`config.mk`:
```
export PLATFORM = sky130hd
export DESIGN_NAME = hex_display_scanner
export DESIGN_NICKNAME = d
export VERILOG_FILES = /design/src/rtl/seg7_pkg.sv /design/src/rtl/hex_to_seg7.sv /design/src/rtl/hex_display_scanner.sv
export SDC_FILE = /design/constraint.sdc
export NUM_CORES = 1
export LEC_CHECK = 0
export CAP_MARGIN = 20
export CORE_MARGIN = 2
export CORE_UTILIZATION = 25
export DETAILED_ROUTE_END_ITERATION = 8
export GPL_ROUTABILITY_DRIVEN = 1
export GPL_TIMING_DRIVEN = 0
export PLACE_DENSITY = 0.4
export RECOVER_POWER = 25
export SLEW_MARGIN = 20
export SYNTH_ARGS = -nofsm -noshare
export SYNTH_HDL_FRONTEND = slang
export SYNTH_SLANG_ARGS = --single-unit
```
`constraint.sdc`:
```
create_clock -name clk -period 2.87 [get_ports clk]
set_clock_uncertainty 0.2 [all_clocks]
set_input_delay 0.574 -clock clk [delete_from_list [all_inputs] [get_ports clk]]
set_output_delay 0.574 -clock clk [all_outputs]
set_load 0.02 [all_outputs]
```
`src/rtl/seg7_pkg.sv`:
```
// Seven-segment encodings (active-high, {g,f,e,d,c,b,a}) shared by display blocks.
package seg7_pkg;

  localparam logic [6:0] SEG_0     = 7'h3F;
  localparam logic [6:0] SEG_1     = 7'h06;
  localparam logic [6:0] SEG_2     = 7'h5B;
  localparam logic [6:0] SEG_3     = 7'h4F;
  localparam logic [6:0] SEG_4     = 7'h66;
  localparam logic [6:0] SEG_5     = 7'h6D;
  localparam logic [6:0] SEG_6     = 7'h7D;
  localparam logic [6:0] SEG_7     = 7'h07;
  localparam logic [6:0] SEG_8     = 7'h7F;
  localparam logic [6:0] SEG_9     = 7'h6F;
  localparam logic [6:0] SEG_A     = 7'h77;
  localparam logic [6:0] SEG_B     = 7'h7C;
  localparam logic [6:0] SEG_C     = 7'h39;
  localparam logic [6:0] SEG_D     = 7'h5E;
  localparam logic [6:0] SEG_E     = 7'h79;
  localparam logic [6:0] SEG_F     = 7'h71;
  localparam logic [6:0] SEG_BLANK = 7'h00;

  function automatic logic [6:0] seg7_encode(input logic [3:0] nibble);
    unique case (nibble)
      4'h0: seg7_encode = SEG_0;
      4'h1: seg7_encode = SEG_1;
      4'h2: seg7_encode = SEG_2;
      4'h3: seg7_encode = SEG_3;
      4'h4: seg7_encode = SEG_4;
      4'h5: seg7_encode = SEG_5;
      4'h6: seg7_encode = SEG_6;
      4'h7: seg7_encode = SEG_7;
      4'h8: seg7_encode = SEG_8;
      4'h9: seg7_encode = SEG_9;
      4'hA: seg7_encode = SEG_A;
      4'hB: seg7_encode = SEG_B;
      4'hC: seg7_encode = SEG_C;
      4'hD: seg7_encode = SEG_D;
      4'hE: seg7_encode = SEG_E;
      default: seg7_encode = SEG_F;
    endcase
  endfunction

endpackage

```
`src/rtl/hex_to_seg7.sv`:
```
// Combinational hex nibble to active-high seven-segment pattern.
module hex_to_seg7
  import seg7_pkg::*;
(
  input  logic [3:0] nibble_i,
  output logic [6:0] seg_o
);

  always_comb seg_o = seg7_encode(nibble_i);

endmodule

```
`src/rtl/hex_display_scanner.sv`:
```
// Double-buffered, time-multiplexed hex display driver with blank-slot anti-ghosting
// and optional leading-zero suppression.
module hex_display_scanner
  import seg7_pkg::*;
#(
  parameter int unsigned DIGITS      = 4,
  parameter int unsigned REFRESH_DIV = 1000,
  parameter int unsigned CNT_W       = 24,
  parameter bit          ACTIVE_LOW  = 1'b0
) (
  input  logic                  clk,
  input  logic                  reset_n,
  input  logic [4*DIGITS-1:0]   data_in,
  input  logic                  data_valid,
  output logic                  data_ready,
  input  logic                  blank_lz,
  output logic [6:0]            led_out,
  output logic [DIGITS-1:0]     digit_en,
  output logic                  frame_start
);

  localparam int unsigned IdxW = (DIGITS > 1) ? $clog2(DIGITS) : 1;
  localparam int unsigned DW   = 4 * DIGITS;
  localparam logic [6:0]        LedPol = ACTIVE_LOW ? 7'h7F : 7'h00;
  localparam logic [DIGITS-1:0] EnPol  = {DIGITS{ACTIVE_LOW}};

  logic [CNT_W-1:0]  cnt_q, cnt_d;
  logic [IdxW-1:0]   idx_q, idx_d;
  logic [DW-1:0]     disp_q, disp_d, pend_q, pend_d;
  logic              pend_full_q, pend_full_d;
  logic [6:0]        led_q, led_d;
  logic [DIGITS-1:0] en_q, en_d;
  logic              fs_q, fs_d;

  logic              slot_wrap, frame_wrap, lz_blank;
  logic [3:0]        cur_nibble;
  logic [6:0]        cur_seg;
  logic [DIGITS-1:0] zero_up;

  assign slot_wrap  = (cnt_q == CNT_W'(REFRESH_DIV - 1));
  assign frame_wrap = slot_wrap && (idx_q == IdxW'(DIGITS - 1));
  assign cur_nibble = disp_q[{idx_q, 2'b00} +: 4];

  // zero_up[i]: nibbles i..DIGITS-1 of the displayed word are all zero
  always_comb begin
    zero_up = '0;
    zero_up[DIGITS-1] = (disp_q[DW-1 -: 4] == 4'h0);
    for (int i = int'(DIGITS) - 2; i >= 0; i--) begin
      zero_up[i] = zero_up[i+1] && (disp_q[4*i +: 4] == 4'h0);
    end
  end

  assign lz_blank = blank_lz && (idx_q != '0) && zero_up[idx_q];

  hex_to_seg7 u_hex_to_seg7 (
    .nibble_i (cur_nibble),
    .seg_o    (cur_seg)
  );

  always_comb begin
    cnt_d       = cnt_q + CNT_W'(1);
    idx_d       = idx_q;
    disp_d      = disp_q;
    pend_d      = pend_q;
    pend_full_d = pend_full_q;
    fs_d        = 1'b0;

    if (slot_wrap) begin
      cnt_d = '0;
      idx_d = frame_wrap ? '0 : idx_q + IdxW'(1);
    end

    if (data_valid && !pend_full_q) begin
      pend_d      = data_in;
      pend_full_d = 1'b1;
    end

    if (frame_wrap) begin
      fs_d = 1'b1;
      if (pend_full_q) begin
        disp_d      = pend_q;
        pend_full_d = 1'b0;
      end
    end

    // Blank for one cycle whenever the digit changes so segments never ghost across digits
    if (slot_wrap) begin
      en_d  = '0;
      led_d = SEG_BLANK;
    end else begin
      en_d  = DIGITS'(1) << idx_q;
      led_d = lz_blank ? SEG_BLANK : cur_seg;
    end
    en_d  = en_d ^ EnPol;
    led_d = led_d ^ LedPol;
  end

  always_ff @(posedge clk or negedge reset_n) begin
    if (!reset_n) begin
      cnt_q       <= '0;
      idx_q       <= '0;
      disp_q      <= '0;
      pend_q      <= '0;
      pend_full_q <= 1'b0;
      led_q       <= LedPol;
      en_q        <= EnPol;
      fs_q        <= 1'b0;
    end else begin
      cnt_q       <= cnt_d;
      idx_q       <= idx_d;
      disp_q      <= disp_d;
      pend_q      <= pend_d;
      pend_full_q <= pend_full_d;
      led_q       <= led_d;
      en_q        <= en_d;
      fs_q        <= fs_d;
    end
  end

  assign data_ready  = !pend_full_q;
  assign led_out     = led_q;
  assign digit_en    = en_q;
  assign frame_start = fs_q;

endmodule

```
==> impl_metrics.csv <==
group,metric,value,unit
synth,synth_cells,282,
placed_design,portBuffers,32,
synth,async_reset_ff_frac,1.00,
placed_design,dpl.hpwl,5100,um
worst_setup_path,path_max_fanout,10,
cts,insertion_delay,330,ps
floorplan,num_rows,42,
floorplan,start_util,0.256,
synth,yosys_warnings,0,
layout,layout-drive-gt1-share,0.191,
synth,synth_common_cells,"dfrtp_1, mux2_2, nand2_1, nor2_1, xnor2_1",
cts,cts_tree,"yes",
synth,synth.distinct_cells,43,
synth,avgSynthCellArea,12.0,um^2
worst_setup_path,cp_slowest_cell,"or4b_2",
floorplan,die_y,120,um
status,status,"complete, but fails checks",
layout,nets,357,
flow_run,maxCapViolCount,1,
min_path,hold_class,"reg -> reg",
sta,tightest_slew,2060,ps
synth,synthAdderAreaFrac,0.0407,
pwr,internal_power,0.00192,W
global_route,antenna_found_initial,0,
global_route,grt_pass1_vias,2334,
floorplan,coreArea,0.0132,mm^2
drt,avgViaCountPerCell,4.47,
synth,ys_seq_area_frac,0.525,
worst_setup_path,startpoint_type,"flop",
worst_setup_path,cp_top_family,"simple AND/OR/NAND/NOR gates",
pwr,p_switching,0.000445,W
placed_design,place_inst,491,
worst_setup_path,reg2reg_from,"idx_q[0]$_DFFE_PN0N_",
synth,synth_top_family_by_area,"simple AND/OR/NAND/NOR gates",
cts,clock-sinks,71,
pwr,switching_share,0.188,
synth,synth_xor_area_frac,0.0569,
synth,ys.flop_type,"dfrtp_1",
pwr,powerDensity,553,mW/mm^2
worst_setup_path,worstSetupPathType,"reg -> reg",
synth,synth_compound_area_frac,0.0529,
drt,first_pass_iters,4,
cts,cts_made_buffers,9,
layout,final_cells,506,
floorplan,die_w,120,um
synth,yosys.area_share.simple,0.153,
layout,area_growth,26.4,%
status,violations,"capacitance limit, slew limit",
pwr,vdd_ir_drop_max,0.190,mV
synth,yosysMostFrequentCell,"dfrtp_1",
sta,finalCritPeriodShare,0.922,
global_route,grt_max_degree,38,
layout,n_antenna_cell,0,
sta,hold_viol,0,
worst_setup_path,crit_buf_inv,2,
synth,synth_top_area_frac,0.525,
pwr,power_frac_comb,0.032,
synth,synth_edf_count,0,
worst_setup_path,path_cells,"buf_2 -> clkinv_1 -> ha_1 -> or4b_2 -> o21bai_4 -> a311oi_1",
global_route,overflow,0,
synth,syn-num-nets,313,
pwr,p_seq_frac,0.443,
worst_setup_path,r2r-end,"led_out[2]$_DFF_PN0_",
drt,drcViolationCount,0,
drt,routedWlPerCell,14.0,um
sta,rsz0062_at_grt,"no",
global_route,grt.total_usage,0.108,
min_path,hold_start,"cnt_q[0]$_DFF_PN0_",
global_route,grt_pass1_wl,12000,um
sta,period_needed,2650,ps
worst_setup_path,slowest_delay,730,ps
drt,drt_wl_total,7110,um
min_path,min_delay_path_depth,1,
cts,clk_pin_slew,60,ps
sta,final_max_slew_viol_count,35,
worst_setup_path,worstRegToRegCells,6,
synth,ys_ff_latch,71,
synth,muxShareOfSynthArea,0.152,
cts,cts_root_buf,"clkbuf_16",
placed_design,dpl-instance-area,0.00394,mm^2
pwr,p_clk_frac,0.525,
worst_setup_path,cp.arrival,2620,ps
synth,yosys.area.top_type,"dfrtp_1",
drt,vias,2263,
min_path,holdPathEnd,"cnt_q[0]$_DFF_PN0_",
drt,drt_iter0_markers,147,
worst_setup_path,critical_path_required,2850,ps
synth,syn_area,0.00338,mm^2
cts,cts.path.max_buffers,2,
sta,slew_headroom,-0.371,
worst_setup_path,r2r_slack,220,ps
sta,setup_tns,0,ps
cts,h-tree-depth,3,
drt,drtAntennaViolNets,0,
synth,synth_area_leaders,"dfrtp_1, mux2_2, ha_1",
placed_design,gp_congestion,0.766,
floorplan,pin_count,33,
worst_setup_path,crit_path_end_kind,"flop",
layout,fin_area,0.00428,mm^2
pwr,leakagePower,1.85,nW
sta,fmax,378,MHz
floorplan,die-area,0.0145,mm^2
sta,setup_violations,0,
## worst max path at each step
stage                                       to                 start  cells past startpoint  slack [ps]
after floorplan           led_out[2]$_DFF_PN0_  idx_q[1]$_DFFE_PN0N_                      6         390
after global placement    led_out[2]$_DFF_PN0_               reset_n                      1       -1620
after detailed placement  led_out[0]$_DFF_PN0_  idx_q[1]$_DFFE_PN0N_                      6        -160
after CTS                 led_out[2]$_DFF_PN0_  idx_q[1]$_DFFE_PN0N_                      6          30
after global routing      led_out[2]$_DFF_PN0_  idx_q[0]$_DFFE_PN0N_                      6          70
final                     led_out[2]$_DFF_PN0_  idx_q[0]$_DFFE_PN0N_                      6         220
## flip-flops by register name, summed over array words and instances, names as in the netlist
signal and cells:
pend_full_q 1, pend_q 16, cnt_q 24, idx_q 2, digit_en 4, led_out 7, disp_q 16, frame_start 1
## power by group through the flow
stage | logic, W | clock network [W] | registers [W]
6_report | 0.0000753 | 0.00124 | 0.00105
3_3_place_gp | 0.0000742 | 0 | 0.00107
5_1_grt | 0.0000847 | 0.00133 | 0.00105
4_1_cts | 0.0000790 | 0.00128 | 0.00105
3_5_place_dp | 0.0000787 | 0 | 0.00107
2_1_floorplan | 0.0000264 | 0 | 0.00106
## layout by cell type, fill, tap and decap left out, types with 2 or more instances in the layout
| master | n |
|---|---|
| o211ai_1 | 2 |
| a21oi_1 | 6 |
| clkbuf_1 | 7 |
| nor2b_1 | 4 |
| a211oi_1 | 3 |
| and2b_1 | 3 |
| xor2_1 | 7 |
| inv_1 | 6 |
| nor3_1 | 8 |
| nand3_1 | 12 |
| xnor2_1 | 15 |
| mux2i_1 | 2 |
| dfrtp_1 | 71 |
| mux4_2 | 2 |
| clkbuf_2 | 2 |
| mux2_2 | 28 |
| mux2_4 | 9 |
| nor2_1 | 18 |
| bufinv_16 | 3 |
| a311oi_1 | 3 |
| nor4_1 | 11 |
| ha_1 | 11 |
| o21ai_0 | 6 |
| nand2_1 | 23 |
| nand4_1 | 2 |
| clkbuf_16 | 9 |
| clkdlybuf4s50_1 | 31 |
| and3_1 | 5 |
| a31oi_1 | 2 |
## timing repair
action,in CTS,in global routing
hold buffers,0,0
gates resized for setup,1,3
buffers inserted,0,0
endpoints found under the setup margin,7,7
cloned,0,0
## through the flow
stage               power (W)   util  setup WS [ps]  hold WS (ps)
finish                0.00237  0.323            223           259
global route          0.00247  0.323           72.8           291
CTS                   0.00241  0.323           28.7          20.7
detailed placement    0.00114  0.298           -165           254
global placement      0.00114  0.296          -1620           254
floorplan             0.00108      -            386          78.4
## metal layers
metal	part of all wire	vias up	track usage
met4	0.013	0	0.0400
li1	-	1097	-
met2	0.42	47	0.147
met3	0.042	8	0.0368
met5	0	-	0
met1	0.53	1111	0.156
## area by class of cell
class                   instances  area (um^2)
multi-input cells             196         1550
fillers                      1384         8960
well taps                     176          220
clock buffers                  11          233
repair buffers                 33          334
inverters                       7         26.3
clock inverters                 4         95.1
flip-flops and latches         71         1780
plain buffers                   8         41.3
## logic make-up after synthesis
family / count (synthesis)
simple gates: 95
flops: 71
mux: 41
compound gates: 27
xor+xnor: 22
buf+inv: 15
fa+ha+maj: 11
No activity file was read; power rests on OpenSTA's default activity.
==> RTL change: new RTL, config.mk and constraints unchanged <==
Reset style: synchronous (`reset_n`), changed in one clocked block.
--- a/src/rtl/hex_display_scanner.sv
+++ b/src/rtl/hex_display_scanner.sv
@@ -95,7 +95,7 @@
     led_d = led_d ^ LedPol;
   end
 
-  always_ff @(posedge clk or negedge reset_n) begin
+  always_ff @(posedge clk) begin
     if (!reset_n) begin
       cnt_q       <= '0;
       idx_q       <= '0;
Formal check against the unedited RTL: differs if reset_n is asserted again (counterexample within 4 cycles, from zero or initial values and one cycle with reset_n low); with reset_n held inactive, the same outputs for 10 cycles.
==> RTL change against the unedited design <==
Sequential cell count unchanged; count of clock-buffer cells in the layout up 3; worst setup slack better by 180 ps; total power down 6.2%; cell area down 9.0%; cell count up 8.7%; clock power down 12%; synthesized area down 8.6%; fmax up 7.4%; routed wire length down 4.1%; critical path type is now input pin to register; largest cell class is now multi-input combinational cells; largest power group unchanged.
==> RTL change: results (changes against the unedited design) <==
* Cells taking the most area after synthesis: sky130_fd_sc_hd__dfxtp_1 46%, sky130_fd_sc_hd__nor2_1 6.4%, sky130_fd_sc_hd__mux2i_1 5.5%, sky130_fd_sc_hd__nand2_1 5.5%, sky130_fd_sc_hd__xor2_1 4.2% (was sky130_fd_sc_hd__dfrtp_1 52%, sky130_fd_sc_hd__mux2_2 9.3%, sky130_fd_sc_hd__ha_1 4.1%, sky130_fd_sc_hd__mux2_4 4.0%, sky130_fd_sc_hd__xnor2_1 3.9%)
- The final weighted congestion in routability-driven placement is 0.759 (was 0.766).
- The count of distinct cell types in the synthesized netlist was 44 (was 43).
- The static power due to leakage is 0.00153 uW (was 0.00185 uW).
- The final layout net count came to 407 (was 357).
- HPWL after DPL: 5050 um (was 5100 um)
* Slew HR: 56.6% (was -37.1%)
* Number of global-route vias before repair: 2285 (was 2334)
- The arrival time at the worst endpoint was 2490 ps (was 2620 ps).
* Switch share: 21.6% (was 18.8%)
* Top cell family by delay on the critical path: buffers and inverters (was simple AND/OR/NAND/NOR gates)
- The final wirelength came to 6820 um (was 7110 um).
- The slowest stage cell on the critical path was sky130_fd_sc_hd__dlygate4sd3_1 (was sky130_fd_sc_hd__or4b_2).
* Top post-synthesis cells by count: 71 x sky130_fd_sc_hd__dfxtp_1, 53 x sky130_fd_sc_hd__nor2_1, 45 x sky130_fd_sc_hd__nand2_1 (was 71 x sky130_fd_sc_hd__dfrtp_1, 28 x sky130_fd_sc_hd__mux2_2, 23 x sky130_fd_sc_hd__nand2_1)
- Status: finished clean (was finished with violations).
- Peak ir drop on the vdd network: 0.242 mV (was 0.190 mV)
- Global routing usage summed across all routing layers: 11.2% (was 10.8%)
- The proportion of synthesized flip-flops having asynchronous set or reset is 0% (was 100%).
- Sequential fraction of the synthesis area: 46.0% (was 52.5%)
- Post-synth net total: 364 (was 313)
- The number of DRC markers after the initial detailed-route iteration is 63 (was 147).
- Vias per std cell: 4.27 (was 4.47)
- The highest cell delay on the worst timing path came to 610 ps (was 730 ps).
- Maximum number of pins on one net before global-route repair: 12 (was 38)
* Wire length of the first global-routing pass: 11600 um (was 12000 um)
==> RTL change: path summary, 6_finish.rpt <==
kind / end / slack (ps) / from
hold / removal: cnt_q[0] / 250 / cnt_q[0]
setup / recovery: led_out[4] / 410 / reset_n
setup reg to reg: led_out[4] / 630 / cnt_q[18]
hold reg to reg: cnt_q[0] / 250 / cnt_q[0]
==> RTL change: logic make-up after synthesis <==
logic type	synth area share, %
AND/OR/NAND/NOR	23.8
buffers and inverters	4.61
AO/OA/AOI/OAI	6.96
flip-flops	46.0
adder cells (fa/ha/maj)	4.05
multiplexers	8.41
XOR/XNOR	6.23
==> RTL change: power by group through the flow <==
stage          registers (uW)  clock network [uW]  logic [uW]
3_3_place_gp             1040                   0         111
5_1_grt                  1020                1170         120
3_5_place_dp             1040                   0         112
4_1_cts                  1020                1130         113
6_report                 1020                1090         107
2_1_floorplan            1050                   0        49.5
==> RTL change: worst reg2reg max path: cells and delay by family (launching register included) <==
family / cells / cell delay [ps]
AND/OR/NAND/NOR: 2 / 710
buffers and inverters: 1 / 360
flip-flops: 1 / 330
AO/OA/AOI/OAI: 3 / 510
==> RTL change: layout make-up <==
cell class                 count  area [um2]
tap                          168         210
multi-input combinational    240        1530
clock buffer                  14         284
fill                        1316        8170
timing repair buffer          32         320
inverter                       9        33.8
buffer                        14        83.8
clock inverter                 2        12.5
sequential                    71        1420
==> RTL change: metal layers <==
metal / up-vias / part of all wire (%) / global-route usage [%]
met3: 8 / 3.7 / 3.69
met4: 0 / 1.5 / 4.34
met1: 1093 / 53 / 15.3
met5: - / 0 / 0
met2: 29 / 42 / 16.3
li1: 1219 / - / -
==> RTL change: stage by stage <==
step	hold slack [ps]	worst slack (ps)	power (uW)	instances
finish	247	406	2220	550
global route	259	239	2310	550
CTS	248	501	2260	550
detailed placement	240	149	1150	534
global placement	229	165	1150	534
floorplan	218	939	1100	334
